--- src/rtl/nn_pkg.sv ---
// Shared constants and types for the fixed-point neuron MAC and its
// fixed-point to FP16 converter.
package nn_pkg;

  // Q8.8 operand fractional bits; products and the accumulator carry twice that.
  localparam int FRAC     = 8;
  localparam int ACC_FRAC = 2 * FRAC;

  // IEEE-754 binary16 constants.
  localparam logic [15:0] FP16_MAX_POS = 16'h7BFF;
  localparam logic [15:0] FP16_MAX_NEG = 16'hFBFF;
  localparam logic [15:0] FP16_ONE     = 16'h3C00;
  localparam int          EXP_BIAS     = 15;

  // Leading-one positions (in the Q.16 accumulator) bounding the normal range:
  // below MIN_POS the value is under 2^-14, above MAX_POS it is >= 2^16.
  localparam int MIN_POS = ACC_FRAC - EXP_BIAS + 1;
  localparam int MAX_POS = ACC_FRAC + EXP_BIAS;

  typedef enum logic [2:0] {
    IDLE  = 3'd0,
    ACC   = 3'd1,
    CONV1 = 3'd2,
    CONV2 = 3'd3,
    HOLD  = 3'd4
  } state_e;

endpackage

--- src/rtl/fx2fp16.sv ---
// Two-stage signed Q.16 fixed-point to IEEE-754 binary16 converter.
// Stage 1 (conv1_i) captures sign, magnitude and leading-one position;
// stage 2 (conv2_i) packs the result, truncating toward zero, flushing
// values below 2^-14 to zero and saturating at +/-65504.
module fx2fp16
  import nn_pkg::*;
#(
  parameter int ACC_W = 40
) (
  input  logic                    clk,
  input  logic                    rst,
  input  logic                    conv1_i,
  input  logic                    conv2_i,
  input  logic signed [ACC_W-1:0] acc_i,
  output logic [15:0]             fp16_o,
  output logic                    sat_o
);

  localparam int POS_W = $clog2(ACC_W);

  logic             sign_q, sign_d;
  logic [ACC_W-1:0] abs_q, abs_d;
  logic [POS_W-1:0] pos_q, pos_d;
  logic             nz_q, nz_d;
  logic [15:0]      fp16_q, fp16_d;
  logic             sat_q, sat_d;

  logic [ACC_W-1:0] abs_s;
  logic [POS_W-1:0] pos_s;
  logic [POS_W-1:0] shamt_s;
  logic [ACC_W-1:0] norm_s;
  logic [9:0]       mant_s;
  logic [4:0]       exp_s;
  int               pos_int_s;
  logic [15:0]      pack_s;
  logic             pack_sat_s;

  // Stage 1: magnitude and leading-one detect of the incoming sum.
  always_comb begin
    abs_s = acc_i[ACC_W-1] ? $unsigned(-acc_i) : $unsigned(acc_i);
    pos_s = {POS_W{1'b0}};
    for (int i = 0; i < ACC_W; i++) begin
      pos_s = abs_s[i] ? POS_W'(i) : pos_s;
    end
    if (conv1_i) begin
      sign_d = acc_i[ACC_W-1];
      abs_d  = abs_s;
      pos_d  = pos_s;
      nz_d   = |abs_s;
    end else begin
      sign_d = sign_q;
      abs_d  = abs_q;
      pos_d  = pos_q;
      nz_d   = nz_q;
    end
  end

  // Stage 2: normalise, then pack with flush-to-zero and saturation.
  always_comb begin
    pos_int_s = int'(pos_q);
    shamt_s   = POS_W'(ACC_W - 1) - pos_q;
    norm_s    = abs_q << shamt_s;
    mant_s    = norm_s[ACC_W-2 -: 10];
    exp_s     = 5'(pos_int_s - ACC_FRAC + EXP_BIAS);
    if (!nz_q || (pos_int_s < MIN_POS)) begin
      pack_s     = 16'h0000;
      pack_sat_s = 1'b0;
    end else if ((pos_int_s > MAX_POS) ||
                 ((pos_int_s == MAX_POS) && (mant_s == 10'h3FF))) begin
      pack_s     = sign_q ? FP16_MAX_NEG : FP16_MAX_POS;
      pack_sat_s = 1'b1;
    end else begin
      pack_s     = {sign_q, exp_s, mant_s};
      pack_sat_s = 1'b0;
    end
    if (conv2_i) begin
      fp16_d = pack_s;
      sat_d  = pack_sat_s;
    end else begin
      fp16_d = fp16_q;
      sat_d  = sat_q;
    end
  end

  // Pipeline and output registers.
  always_ff @(posedge clk or negedge rst) begin
    if (!rst) begin
      sign_q <= 1'b0;
      abs_q  <= {ACC_W{1'b0}};
      pos_q  <= {POS_W{1'b0}};
      nz_q   <= 1'b0;
      fp16_q <= 16'h0000;
      sat_q  <= 1'b0;
    end else begin
      sign_q <= sign_d;
      abs_q  <= abs_d;
      pos_q  <= pos_d;
      nz_q   <= nz_d;
      fp16_q <= fp16_d;
      sat_q  <= sat_d;
    end
  end

  assign fp16_o = fp16_q;
  assign sat_o  = sat_q;

endmodule

--- src/rtl/neuron_mac_fp16.sv ---
// Neuron multiply-accumulate: streams Q8.8 activation/weight beats into a
// signed Q24.16 accumulator, then converts the sum to binary16 for the
// sigmoid stage. Optional bias input is enabled by NEURON_MAC_BIAS_EN.
module neuron_mac_fp16
  import nn_pkg::*;
#(
  parameter int N_INPUTS = 16,
  parameter int ACC_W    = 40
) (
  input  logic               clk,
  input  logic               rst,
  input  logic               in_valid,
  output logic               in_ready,
  input  logic               in_last,
  input  logic signed [15:0] x_in,
  input  logic signed [15:0] w_in,
`ifdef NEURON_MAC_BIAS_EN
  input  logic signed [15:0] bias_in,
`endif
  output logic               out_valid,
  input  logic               out_ready,
  output logic [15:0]        NEURON_SIGNAL,
  output logic               sat,
  output logic               cnt_err
);

  localparam int CNT_W = $clog2(N_INPUTS + 1);

  state_e                  state_q, state_d;
  logic signed [ACC_W-1:0] acc_q, acc_d;
  logic [CNT_W-1:0]        cnt_q, cnt_d;
  logic                    err_q, err_d;
  logic                    in_ready_q, in_ready_d;
  logic                    out_valid_q, out_valid_d;
  logic                    cnt_err_q, cnt_err_d;

  logic                    beat_s;
  logic signed [31:0]      prod_s;
  logic signed [ACC_W-1:0] prod_ext_s;
  logic signed [ACC_W-1:0] init_s;
  logic signed [ACC_W-1:0] sum_base_s;
  logic [CNT_W-1:0]        beat_cnt_s;
  logic                    full_s;
  logic                    conv1_s;
  logic                    conv2_s;

  assign beat_s     = in_valid && in_ready_q;
  assign prod_s     = x_in * w_in;
  assign prod_ext_s = {{(ACC_W-32){prod_s[31]}}, prod_s};

`ifdef NEURON_MAC_BIAS_EN
  // Bias is Q8.8; shifting by 8 aligns it to the Q.16 accumulator.
  assign init_s = {{(ACC_W-24){bias_in[15]}}, bias_in, 8'h00};
`else
  assign init_s = {ACC_W{1'b0}};
`endif

  // A beat in IDLE starts a fresh sum; in ACC it extends the running one.
  always_comb begin
    if (state_q == IDLE) begin
      sum_base_s = init_s;
      beat_cnt_s = CNT_W'(1);
    end else begin
      sum_base_s = acc_q;
      beat_cnt_s = cnt_q + CNT_W'(1);
    end
    full_s = (beat_cnt_s == CNT_W'(N_INPUTS));
  end

  // Next-state, datapath and handshake logic.
  always_comb begin
    state_d   = state_q;
    acc_d     = acc_q;
    cnt_d     = cnt_q;
    err_d     = err_q;
    conv1_s   = 1'b0;
    conv2_s   = 1'b0;
    case (state_q)
      IDLE, ACC: begin
        if (beat_s) begin
          acc_d = sum_base_s + prod_ext_s;
          cnt_d = beat_cnt_s;
          if (in_last || full_s) begin
            state_d = CONV1;
            err_d   = full_s && !in_last;
          end else begin
            state_d = ACC;
            err_d   = 1'b0;
          end
        end else begin
          state_d = state_q;
        end
      end
      CONV1: begin
        conv1_s = 1'b1;
        state_d = CONV2;
      end
      CONV2: begin
        conv2_s = 1'b1;
        state_d = HOLD;
      end
      HOLD: begin
        if (out_valid_q && out_ready) begin
          state_d = IDLE;
          acc_d   = {ACC_W{1'b0}};
          cnt_d   = {CNT_W{1'b0}};
        end else begin
          state_d = HOLD;
        end
      end
      default: begin
        state_d = IDLE;
        acc_d   = {ACC_W{1'b0}};
        cnt_d   = {CNT_W{1'b0}};
      end
    endcase
    in_ready_d  = (state_d == IDLE) || (state_d == ACC);
    out_valid_d = (state_d == HOLD);
    cnt_err_d   = conv2_s ? err_q : cnt_err_q;
  end

  // State, accumulator and registered handshake outputs.
  always_ff @(posedge clk or negedge rst) begin
    if (!rst) begin
      state_q     <= IDLE;
      acc_q       <= {ACC_W{1'b0}};
      cnt_q       <= {CNT_W{1'b0}};
      err_q       <= 1'b0;
      in_ready_q  <= 1'b0;
      out_valid_q <= 1'b0;
      cnt_err_q   <= 1'b0;
    end else begin
      state_q     <= state_d;
      acc_q       <= acc_d;
      cnt_q       <= cnt_d;
      err_q       <= err_d;
      in_ready_q  <= in_ready_d;
      out_valid_q <= out_valid_d;
      cnt_err_q   <= cnt_err_d;
    end
  end

  fx2fp16 #(
    .ACC_W (ACC_W)
  ) u_fx2fp16 (
    .clk     (clk),
    .rst     (rst),
    .conv1_i (conv1_s),
    .conv2_i (conv2_s),
    .acc_i   (acc_q),
    .fp16_o  (NEURON_SIGNAL),
    .sat_o   (sat)
  );

  assign in_ready  = in_ready_q;
  assign out_valid = out_valid_q;
  assign cnt_err   = cnt_err_q;

endmodule

--- config.mk ---
export PLATFORM = sky130hd
export DESIGN_NAME = neuron_mac_fp16
export DESIGN_NICKNAME = d
export VERILOG_FILES = /design/src/rtl/nn_pkg.sv /design/src/rtl/fx2fp16.sv /design/src/rtl/neuron_mac_fp16.sv
export SDC_FILE = /design/constraint.sdc
export NUM_CORES = 1
export LEC_CHECK = 0
export BUFFER_PORTS_ARGS = -buffer_cell sky130_fd_sc_hd__buf_2
export CORE_ASPECT_RATIO = 0.8
export CORE_UTILIZATION = 60
export CTS_CLUSTER_DIAMETER = 30
export DETAILED_ROUTE_END_ITERATION = 6
export GPL_ROUTABILITY_DRIVEN = 0
export PLACE_DENSITY = 0.78
export SYNTH_ARGS = -nofsm -noshare
export SYNTH_HDL_FRONTEND = slang
export SYNTH_SLANG_ARGS = --single-unit
--- constraint.sdc ---
create_clock -name clk -period 6.1 [get_ports clk]
set_input_delay 0.915 -clock clk [delete_from_list [all_inputs] [get_ports clk]]
set_output_delay 0.915 -clock clk [all_outputs]
set_load 0.03 [all_outputs]
==> results.py, run 1 <==
metrics = {
    "critical_path": {
        "crit_top_cell": "fa_1",
        "startpoint": "x_in[15]",
        "ff2ff_path_depth": 22,
        "rrSetupSlack_ns": 0.22,
        "crit_path_max_fanout": 8,
        "cp_top_family": "adder cells",
        "critPathRequiredTime_ns": 6.45,
        "max_stage_delay_ns": 0.65,
        "arrival_ns": 6.58,
        "r2r_end": "acc_q[34]",
        "crit_buf_inv": 3,
        "slowest_stage": "fa_2",
        "path_cells": "buf_12 > and2_4 > fa_2 > inv_2 > fa_1 > fa_1 > fa_1 > fa_1 > inv_1 > fa_1 > ha_4 > a21o_1 > a21o_1 > a21o_1 > or3_4 > o2111ai_4 > a21oi_4 > o21a_1 > o311a_1 > o21ai_1",
        "criticalPathCategory": "in -> reg",
        "cp-end-kind": "flip-flop",
        "start_kind": "primary input",
        "r2r-start": "state_q[0]",
    },
    "global_routing": {
        "grt_overflow": 0,
        "antenna_found_initial": 0,
        "grt_start_max_net_pins": 73,
        "grt_pass1_vias": 17440,
        "grt_pass1_wl_mm": 87.07,
        "grt_use_total": 0.3100,
    },
    "clock_network": {
        "cts_sinks": 116,
        "root_buffer": "clkbuf_16",
        "htreeDepth": 4,
        "cts_tree": "yes",
        "path_clk_slew_ns": 0.05,
        "clk_latency_ns": 0.42,
        "cts_made_buffers": 17,
        "clk_path_buf_depth": 2,
        "cts_hold_buf": 0,
    },
    "cells_and_area": {
        "fillCellCount": 2231,
        "syn2layout_area_growth_pct": 17.93,
        "drive_gt1_frac": 0.2136,
        "num_antenna_cells": 0,
        "seqCellArea_um2": 2905,
        "final_nets": 2895,
        "multi_input_area_um2": 16330,
    },
    "route": {
        "routed-via-count": 17150,
        "firstDrtPassIters": 6,
        "drt-total-wl_mm": 53.32,
        "drt_iter0_drc": 1790,
        "drc": 0,
        "vias_per_cell": 6.023,
        "avgRoutedWirePerCell_um": 18.73,
        "ant_nets": 0,
    },
    "synthesis": {
        "synthTopCellsByCount": "nand2_1, fa_1, inv_1",
        "synthArstFlopShare": 1.000,
        "synth_cell_types": 79,
        "yosysSeqAreaShare": 0.1427,
        "synth_edf_count": 0,
        "yosysWarnings": 0,
        "synth_most_common_cell": "nand2_1",
        "synth_nets": 2718,
        "ys_ff_latch": 116,
        "yosys.area.top_type": "fa_1",
        "syn-cell-area_um2": 20340,
        "synthFlopType": "dfrtp_1",
        "synthCells": 2230,
        "avgSynthCellArea_um2": 9.120,
        "synth_top_cell_area_share": 0.3248,
        "synth_area_leaders": "fa_1, dfrtp_1, ha_1",
    },
    "timing": {
        "setup_ws_ns": -0.1374,
        "skew_ns": 0.005658,
        "post-route-min-period_ns": 6.237,
        "final.setup.tns_ns": -0.7757,
        "worst_slew_pin_slew_ns": 1.067,
        "maxSlewHeadroom": 0.2818,
        "rsz0062_at_grt": "true",
        "fmax_mhz": 160.3,
        "slew_violations": 0,
        "fin_crit_sh": 1.023,
        "setup_viol": 12,
        "hold_violations": 0,
    },
    "floorplan": {
        "initial_core_util": 0.6177,
        "die_x_um": 207.8,
        "ios": 57,
        "fp.dieH_um": 166.7,
        "die-area_um2": 34640,
        "coreArea_um2": 32920,
        "core.rowCount": 59,
    },
    "min_path": {
        "min_path_cells": 2,
        "min_from": "u_fx2fp16.fp16_o[9]",
        "hp-class": "reg -> reg",
        "holdPathEnd": "u_fx2fp16.fp16_o[9]",
    },
    "placement": {
        "dp_slack_ns": -0.7327,
        "port_buffers": 56,
        "dp_hpwl_mm": 41.00,
    },
    "flow_run": {
        "maxCapViolCount": 0,
    },
    "run_status": {
        "status": "finished with violations",
        "violations": "negative setup slack",
    },
}
-- cell type report --
| cell class | count | area share |
|---|---|---|
| clock buffer | 19 | 0.01888 |
| clock inverter | 13 | 0.007564 |
| inverter | 320 | 0.05008 |
| multi-input combinational | 1671 | 0.6808 |
| sequential | 116 | 0.1211 |
| tap | 427 | 0.02227 |
| timing repair buffer | 281 | 0.09927 |
-- cells by family (layout without fill, tap and decap cells) --
family | count (synthesis) | after routing | synth area share
AOI/OAI and AO/OA | 359 | 359 | 0.1178
xor gates and xnor gates | 81 | 81 | 0.03488
adders and majority gates | 451 | 451 | 0.3993
buffers and inverters | 443 | 633 | 0.08281
DFF | 116 | 116 | 0.1427
muxes | 60 | 60 | 0.05131
and+or+nand+nor | 720 | 720 | 0.1712
-- flip-flops by register name (all words and copies together) (netlist names) --
| register | cells |
|---|---|
| acc_q | 40 |
| cnt_err | 1 |
| cnt_q | 5 |
| err_q | 1 |
| in_ready | 1 |
| out_valid | 1 |
| state_q | 3 |
| u_fx2fp16.abs_q | 39 |
| u_fx2fp16.fp16_o | 16 |
| u_fx2fp16.nz_q | 1 |
| u_fx2fp16.pos_q | 6 |
| u_fx2fp16.sat_o | 1 |
| u_fx2fp16.sign_q | 1 |
-- through the flow --
step                      instance area [um2]  hold WS (ns)    util  cells
after CTS                               23270        0.4639  0.7069   2826
after floorplan                         20650        0.4386       -   2230
after global placement                  22350        0.4492  0.6788   2782
after global routing                    23990        0.4953  0.7285   2847
after detailed placement                22350        0.4517  0.6788   2782
final                                   23990        0.4592  0.7285   2847
-- metal layers --
layer | vias up | track usage | part of all wire
met5 | - | 0 | 0
met2 | 749 | 0.4987 | 0.49
met4 | 0 | 0.07279 | 0.024
met3 | 119 | 0.05280 | 0.075
li1 | 7640 | - | -
met1 | 8639 | 0.4414 | 0.41
-- layout by cell type, fill, tap and decap left out, types with 17 or more instances in the layout --
cell type,instances
a21o_1,24
a21oi_1,42
and2_1,126
buf_2,26
buf_4,206
buf_6,27
clkbuf_16,17
dfrtp_1,114
fa_1,308
fa_2,22
ha_1,108
inv_1,295
inv_2,25
mux4_2,34
nand2_1,322
nand2_2,19
nand2b_1,27
nand3_1,29
nor2_1,73
o21ai_0,100
o31ai_1,21
xnor2_1,31
xor2_1,49
-- worst max path at each step --
stage                            to  slack (ns)  cells past startpoint
after floorplan           acc_q[37]       -0.31                     20
after global placement    acc_q[36]       -0.57                     23
after detailed placement  acc_q[38]       -0.73                     20
after CTS                 acc_q[38]       -0.15                     22
after global routing      acc_q[34]       -0.33                     22
final                     acc_q[37]       -0.14                     20
-- worst register-to-register path, stage by stage, from the launching register on --
cell and delay, ns:
dfrtp_1 0.38, or3_4 0.51, nand2_1 0.18, fa_1 0.42, inv_1 0.10, fa_1 0.45
fa_1 0.52, inv_1 0.05, fa_1 0.54, inv_2 0.04, fa_1 0.50, ha_4 0.32
nand4_1 0.12, buf_4 0.16, nor2_1 0.08, nand2_1 0.07, o21a_1 0.22, o31a_1 0.34
buf_4 0.17, o211ai_1 0.22, a21oi_2 0.11, xor2_1 0.17, o21ai_1 0.09
-- what timing repair did --
action,CTS,global route
endpoints found under the setup margin,17,23
resized for setup,59,169
gates cloned,0,0
pin swaps,42,75
setup buffers,12,21
Power of run 1 is not shown: default switching activity piles up to over one toggle a cycle in this logic, so the estimate is an artifact.
==> run 2, diff against run 1 <==
Settings changed: SYNTH_HIERARCHICAL from default to 1.
==> run 2 against run 1 <==
Effect of this change: synthesized cell count up 4.5%; die area up 5.3%; critical endpoint is now acc_q[39]; first-iteration DRC count up 3.1%; routed wire length up 4.9%; the flow still finishes with violations (negative setup slack); synthesized area up 5.4%; worst hold slack better by 0.017 ns; critical path depth up 3; clock-buffer cell count up 5; non-clock buffer count up 20; utilization down 0.40 points.
==> results.py, run 2 <==
metrics = {
    "critical_path": {
        "slowest_stage": "fa_2",
        "r2r-start": "state_q[1]",
        "path_cells": "buf_12 > buf_12 > nand2_4 > fa_1 > inv_1 > fa_1 > inv_4 > fa_2 > inv_2 > fa_1 > fa_1 > inv_2 > fa_1 > inv_1 > ha_2 > or3_4 > or2_1 > a311oi_2 > nor2_1 > a32o_2 > o311a_1 > or4_4 > nand3_2",
        "crit_path_max_fanout": 8,
        "cp_top_family": "adder cells",
        "critPathRequiredTime_ns": 6.45,
        "arrival_ns": 6.96,
        "rrSetupSlack_ns": -0.01,
        "start_kind": "primary input",
        "crit_top_cell": "fa_1",
        "ff2ff_path_depth": 21,
        "crit_buf_inv": 7,
        "cp-end-kind": "flip-flop",
        "r2r_end": "acc_q[39]",
        "criticalPathCategory": "in -> reg",
        "max_stage_delay_ns": 0.61,
    },
    "route": {
        "avgRoutedWirePerCell_um": 18.52,
        "routed-via-count": 17920,
        "firstDrtPassIters": 6,
        "vias_per_cell": 5.934,
        "drt_iter0_drc": 1846,
        "drt-total-wl_mm": 55.92,
        "ant_nets": 0,
        "drc": 0,
    },
    "floorplan": {
        "initial_core_util": 0.6132,
        "die-area_um2": 36490,
        "coreArea_um2": 34960,
        "die_x_um": 213.3,
        "core.rowCount": 61,
        "ios": 57,
        "fp.dieH_um": 171.1,
    },
    "global_routing": {
        "grt_use_total": 0.3142,
        "antenna_found_initial": 0,
        "grt_pass1_vias": 18370,
        "grt_start_max_net_pins": 81,
        "grt_overflow": 0,
        "grt_pass1_wl_mm": 90.78,
    },
    "synthesis": {
        "synthAdderAreaFrac": 0.3788,
        "yosys.area.top_type": "fa_1",
        "synth_nets": 2819,
        "synth_top_family_by_area": "adder cells",
        "syn-cell-area_um2": 21430,
        "synthCells": 2331,
        "synth_compound_area_frac": 0.1118,
        "synthXorXnorAreaFrac": 0.03310,
        "synthArstFlopShare": 1.000,
        "synthSimpleGateAreaFrac": 0.1615,
        "yosysSeqAreaShare": 0.1354,
        "yosysWarnings": 6,
        "synth_most_common_cell": "inv_1",
        "synth_cell_types": 102,
        "synth_edf_count": 0,
        "yosys-mux-area-fraction": 0.07641,
        "ys_ff_latch": 116,
        "synthFlopType": "dfrtp_1",
        "synthTopCellsByCount": "inv_1, fa_1, nand2_1",
        "synth_top_cell_area_share": 0.3082,
        "avgSynthCellArea_um2": 9.195,
        "synth_area_leaders": "fa_1, dfrtp_1, inv_1",
    },
    "cells_and_area": {
        "fillCellCount": 2424,
        "final_cells": 3019,
        "largest_reg_flops": 40,
        "final_nets": 3022,
        "final_common_cell": "inv_1",
        "num_antenna_cells": 0,
        "drive_gt1_frac": 0.2250,
        "final_cell_mix": "inv_1, fa_1, nand2_1",
        "top_register": "acc_q",
        "syn2layout_area_growth_pct": 18.16,
    },
    "placement": {
        "dp_slack_ns": -0.9649,
        "port_buffers": 56,
        "dp.cells": 2948,
        "dp_hpwl_mm": 42.99,
    },
    "timing": {
        "setup_viol": 13,
        "post-route-min-period_ns": 6.606,
        "slew_violations": 0,
        "fmax_mhz": 151.4,
        "worst_slew_pin_slew_ns": 1.090,
        "skew_ns": 0.009899,
        "fin_crit_sh": 1.083,
        "setup_ws_ns": -0.5065,
        "rsz0062_at_grt": "true",
        "hold_violations": 0,
        "maxSlewHeadroom": 0.2735,
    },
    "clock_network": {
        "cts_tree": "yes",
        "root_buffer": "clkbuf_16",
        "clk_latency_ns": 0.42,
        "cts_sinks": 116,
        "path_clk_slew_ns": 0.05,
        "cts_made_buffers": 17,
        "htreeDepth": 4,
        "clk_path_buf_depth": 2,
    },
    "min_path": {
        "min_path_cells": 1,
        "min_from": "u_fx2fp16/fp16_o[9]",
        "holdPathEnd": "u_fx2fp16/fp16_o[9]",
        "hp-class": "reg -> reg",
    },
    "flow_run": {
        "maxCapViolCount": 0,
    },
    "run_status": {
        "status": "finished with violations",
        "violations": "negative setup slack",
    },
}
run 2: cell count changes after synthesis, moves of 11 or more:
cell      previous run  this run
a21oi_1             55        83
and2_1             134       159
clkbuf_1           102        81
inv_1              318       429
mux2i_1             15        41
mux4_2              34        46
nand2_1            344       235
nand2b_1            29        14
nor2_1              77       110
nor3_1              16        27
o21ai_0            114        68
run 2: repair_timing:
item / 4_1_cts / 5_1_grt
endpoints found under the setup margin: 20 / 21
pin swaps: 46 / 109
hold buffers: 0 / 0
buffers inserted: 12 / 26
resized for setup: 76 / 163
gates cloned: 1 / 3
run 2: how the worst max path moves through the flow:
| stage | startpoint | slack (ns) | cells past startpoint | to |
|---|---|---|---|---|
| 2_1_floorplan | x_in[15] | -0.52 | 22 | acc_q[39] |
| 3_3_place_gp | x_in[15] | -0.81 | 22 | acc_q[39] |
| 3_5_place_dp | x_in[15] | -0.96 | 23 | acc_q[39] |
| 4_1_cts | x_in[15] | -0.37 | 23 | acc_q[39] |
| 5_1_grt | x_in[15] | -0.67 | 23 | acc_q[39] |
| 6_report | x_in[15] | -0.51 | 23 | acc_q[39] |
run 2: cell families (layout without fill, tap and decap cells):
logic type / after synthesis / count (layout)
simple gates: 681 / 681
buf+inv: 549 / 765
fa+ha+maj: 451 / 451
compound gates: 349 / 349
flops: 116 / 116
mux: 104 / 104
xor+xnor: 81 / 81
run 2: worst reg2reg max path: stages (launching register included):
cell,delay (ns)
dfrtp_1,0.37
or3_1,0.42
buf_12,0.18
and2_1,0.24
ha_1,0.31
fa_1,0.50
inv_1,0.05
fa_1,0.50
inv_1,0.06
fa_1,0.53
inv_1,0.05
fa_1,0.48
inv_1,0.04
ha_2,0.17
or3_4,0.38
or2_1,0.24
a311oi_2,0.32
nor2_1,0.07
a32o_2,0.27
o311a_1,0.31
or4_4,0.49
nand3_2,0.07
run 2: through the flow:
step / instance area, um2 / util / setup TNS, ns / hold slack [ns]
finish: 25330 / 0.7245 / -2.591 / 0.4765
global route: 25330 / 0.7245 / -5.259 / 0.5029
detailed placement: 23530 / 0.6732 / -15.37 / 0.4713
global placement: 23530 / 0.6732 / -11.61 / 0.4640
floorplan: 21740 / - / -0.9184 / 0.4446
CTS: 24580 / 0.7031 / -1.789 / 0.4830
run 2: final cells by class:
| cell class | count | area (um2) | area share |
|---|---|---|---|
| Sequential cell | 116 | 2905 | 0.1147 |
| Tap cell | 472 | 590.6 | 0.02332 |
| Multi-Input combinational cell | 1666 | 17070 | 0.6738 |
| Clock buffer | 24 | 491.7 | 0.01942 |
| Timing Repair Buffer | 301 | 2521 | 0.09955 |
| Clock inverter | 8 | 122.6 | 0.004841 |
| Inverter | 432 | 1630 | 0.06437 |
run 2: metal layers:
metal,wire (um),track usage,up-vias
met4,875,0.05807,0
met3,4716,0.04974,89
met5,0,0,-
met1,22760,0.4321,9059
li1,-,-,7996
met2,27570,0.5306,771
Power of run 2 is left out for the same reason.
==> run 3, diff against run 2 <==
Settings changed: CELL_PAD_IN_SITES_DETAIL_PLACEMENT from default to 0, CELL_PAD_IN_SITES_GLOBAL_PLACEMENT from default to 1, CORE_UTILIZATION 60 to 47.
==> run 3 against run 2 <==
Effect of this change: the run still ends with negative setup slack left; first-iteration DRC count fell by 27%; sequential cell count did not move; clock-buffer cell count fell by 1; final cell count rose by 4.1%; die area rose by 27%; cell area rose by 0.58%; setup slack improved by 0.14 ns; non-clock buffer count fell by 6; fmax rose by 2.2%.
==> results.py, run 3 (same netlist as run 2, synthesis figures left out) <==
metrics = {
    "run_status": {
        "status": "finished with violations",
        "violations": "negative setup slack",
    },
    "global_routing": {
        "grt_pass1_vias": 18210,
        "grt_pass1_wl_mm": 92.35,
        "antenna_found_initial": 0,
        "grt_use_total": 0.2491,
        "grt_overflow": 0,
        "grt_start_max_net_pins": 78,
    },
    "clock_network": {
        "clk_latency_ns": 0.42,
        "root_buffer": "clkbuf_16",
        "cts_sinks": 116,
        "cts_made_buffers": 17,
        "htreeDepth": 4,
        "clk_path_buf_depth": 2,
        "path_clk_slew_ns": 0.06,
        "cts_tree": "yes",
    },
    "cells_and_area": {
        "utilization": 0.5696,
        "final_common_cell": "inv_1",
        "final_cell_mix": "inv_1, fa_1, nand2_1",
        "final_nets": 3016,
        "syn2layout_area_growth_pct": 18.85,
        "top_register": "acc_q",
        "largest_reg_flops": 40,
        "drive_gt1_frac": 0.2200,
        "num_antenna_cells": 0,
    },
    "placement": {
        "port_buffers": 56,
        "dp_slack_ns": -0.8987,
        "dp_hpwl_mm": 44.27,
    },
    "timing": {
        "slew_violations": 0,
        "fmax_mhz": 154.7,
        "rsz0062_at_grt": "true",
        "maxSlewHeadroom": 0.3139,
        "hold_violations": 0,
        "setup_ws_ns": -0.3623,
        "setup_viol": 10,
        "post-route-min-period_ns": 6.462,
        "worst_slew_pin_slew_ns": 1.029,
        "fin_crit_sh": 1.059,
        "skew_ns": 0.01053,
    },
    "route": {
        "avgRoutedWirePerCell_um": 17.30,
        "firstDrtPassIters": 5,
        "vias_per_cell": 5.500,
        "drt_iter0_drc": 1343,
        "drc": 0,
        "routed-via-count": 17290,
        "ant_nets": 0,
        "drt-total-wl_mm": 54.39,
    },
    "critical_path": {
        "critPathRequiredTime_ns": 6.44,
        "max_stage_delay_ns": 0.60,
        "crit_buf_inv": 7,
        "cp-end-kind": "flip-flop",
        "start_kind": "primary input",
        "cp_top_family": "adder cells",
        "crit_path_max_fanout": 8,
        "criticalPathCategory": "in -> reg",
        "path_cells": "buf_12 > buf_12 > nand2_4 > fa_1 > inv_1 > fa_1 > inv_4 > fa_2 > inv_2 > fa_1 > fa_1 > inv_1 > fa_1 > inv_1 > ha_2 > or3_4 > or2_1 > a311oi_2 > nor2_1 > a32o_2 > o311a_1 > or4_4 > nand3_2",
        "crit_top_cell": "fa_1",
        "arrival_ns": 6.81,
        "slowest_stage": "fa_2",
    },
    "min_path": {
        "hp-class": "reg -> reg",
    },
    "floorplan": {
        "die-area_um2": 46470,
        "die_x_um": 240.8,
        "initial_core_util": 0.4793,
        "coreArea_um2": 44720,
        "ios": 57,
        "fp.dieH_um": 193.0,
        "core.rowCount": 69,
    },
    "flow_run": {
        "maxCapViolCount": 0,
    },
}
run 3: cell types whose count changed in the layout (fill, tap and decap cells not counted), sizes merged:
cell,previous run,this run
clkinvlp,4,2
buf,294,289
clkinv,3,4
bufinv,3,5
clkbuf,31,29
run 3: timing repair:
action | 4_1_cts | 5_1_grt
hold buffers | 0 | 0
cloned | 1 | 3
pin swaps | 45 | 95
endpoints found under the setup margin | 20 | 22
buffers inserted | 17 | 12
resized for setup | 80 | 132
run 3: final timing paths:
kind | from | endpoint | slack [ns] | depth (start not counted)
setup / recovery | x_in[15] | acc_q[39] | -0.36 | 23
hold / removal | u_fx2fp16/fp16_o[6] | u_fx2fp16/fp16_o[6] | 0.48 | 1
setup reg to reg | state_q[1] | acc_q[39] | 0.03 | 21
hold reg to reg | u_fx2fp16/fp16_o[6] | u_fx2fp16/fp16_o[6] | 0.48 | 1
max in group asynchronous | rst | acc_q[39] | 4.25 | 2
min in group asynchronous | rst | u_fx2fp16/fp16_o[9] | 0.54 | 1
run 3: area by class of cell:
type                            count  area [um2]
Clock buffer                       23       488.0
Clock inverter                      9       172.7
Fill cell                        4014       19250
Inverter                          432        1630
Multi-Input combinational cell   1666       17050
Sequential cell                   116        2905
Tap cell                          603       754.5
Timing Repair Buffer              295        2479
run 3: metrics by stage:
stage / setup TNS (ns) / instances / hold WS (ns) / cell area (um2)
2_1_floorplan: -0.9184 / 2331 / 0.4446 / 21740
3_3_place_gp: -13.02 / 3082 / 0.4633 / 23730
3_5_place_dp: -14.26 / 3082 / 0.4716 / 23730
4_1_cts: -2.017 / 3131 / 0.4859 / 24860
5_1_grt: -4.121 / 3144 / 0.4973 / 25470
6_report: -1.703 / 3144 / 0.4817 / 25470
run 3: metal layers:
layer | GRT usage | share of wire | up-vias
li1 | - | - | 7981
met1 | 0.3645 | 0.48 | 8872
met2 | 0.4080 | 0.47 | 407
met3 | 0.02947 | 0.049 | 32
met4 | 0.03262 | 0.0077 | 0
met5 | 0 | 0 | -
Power of run 3 is left out for the same reason.
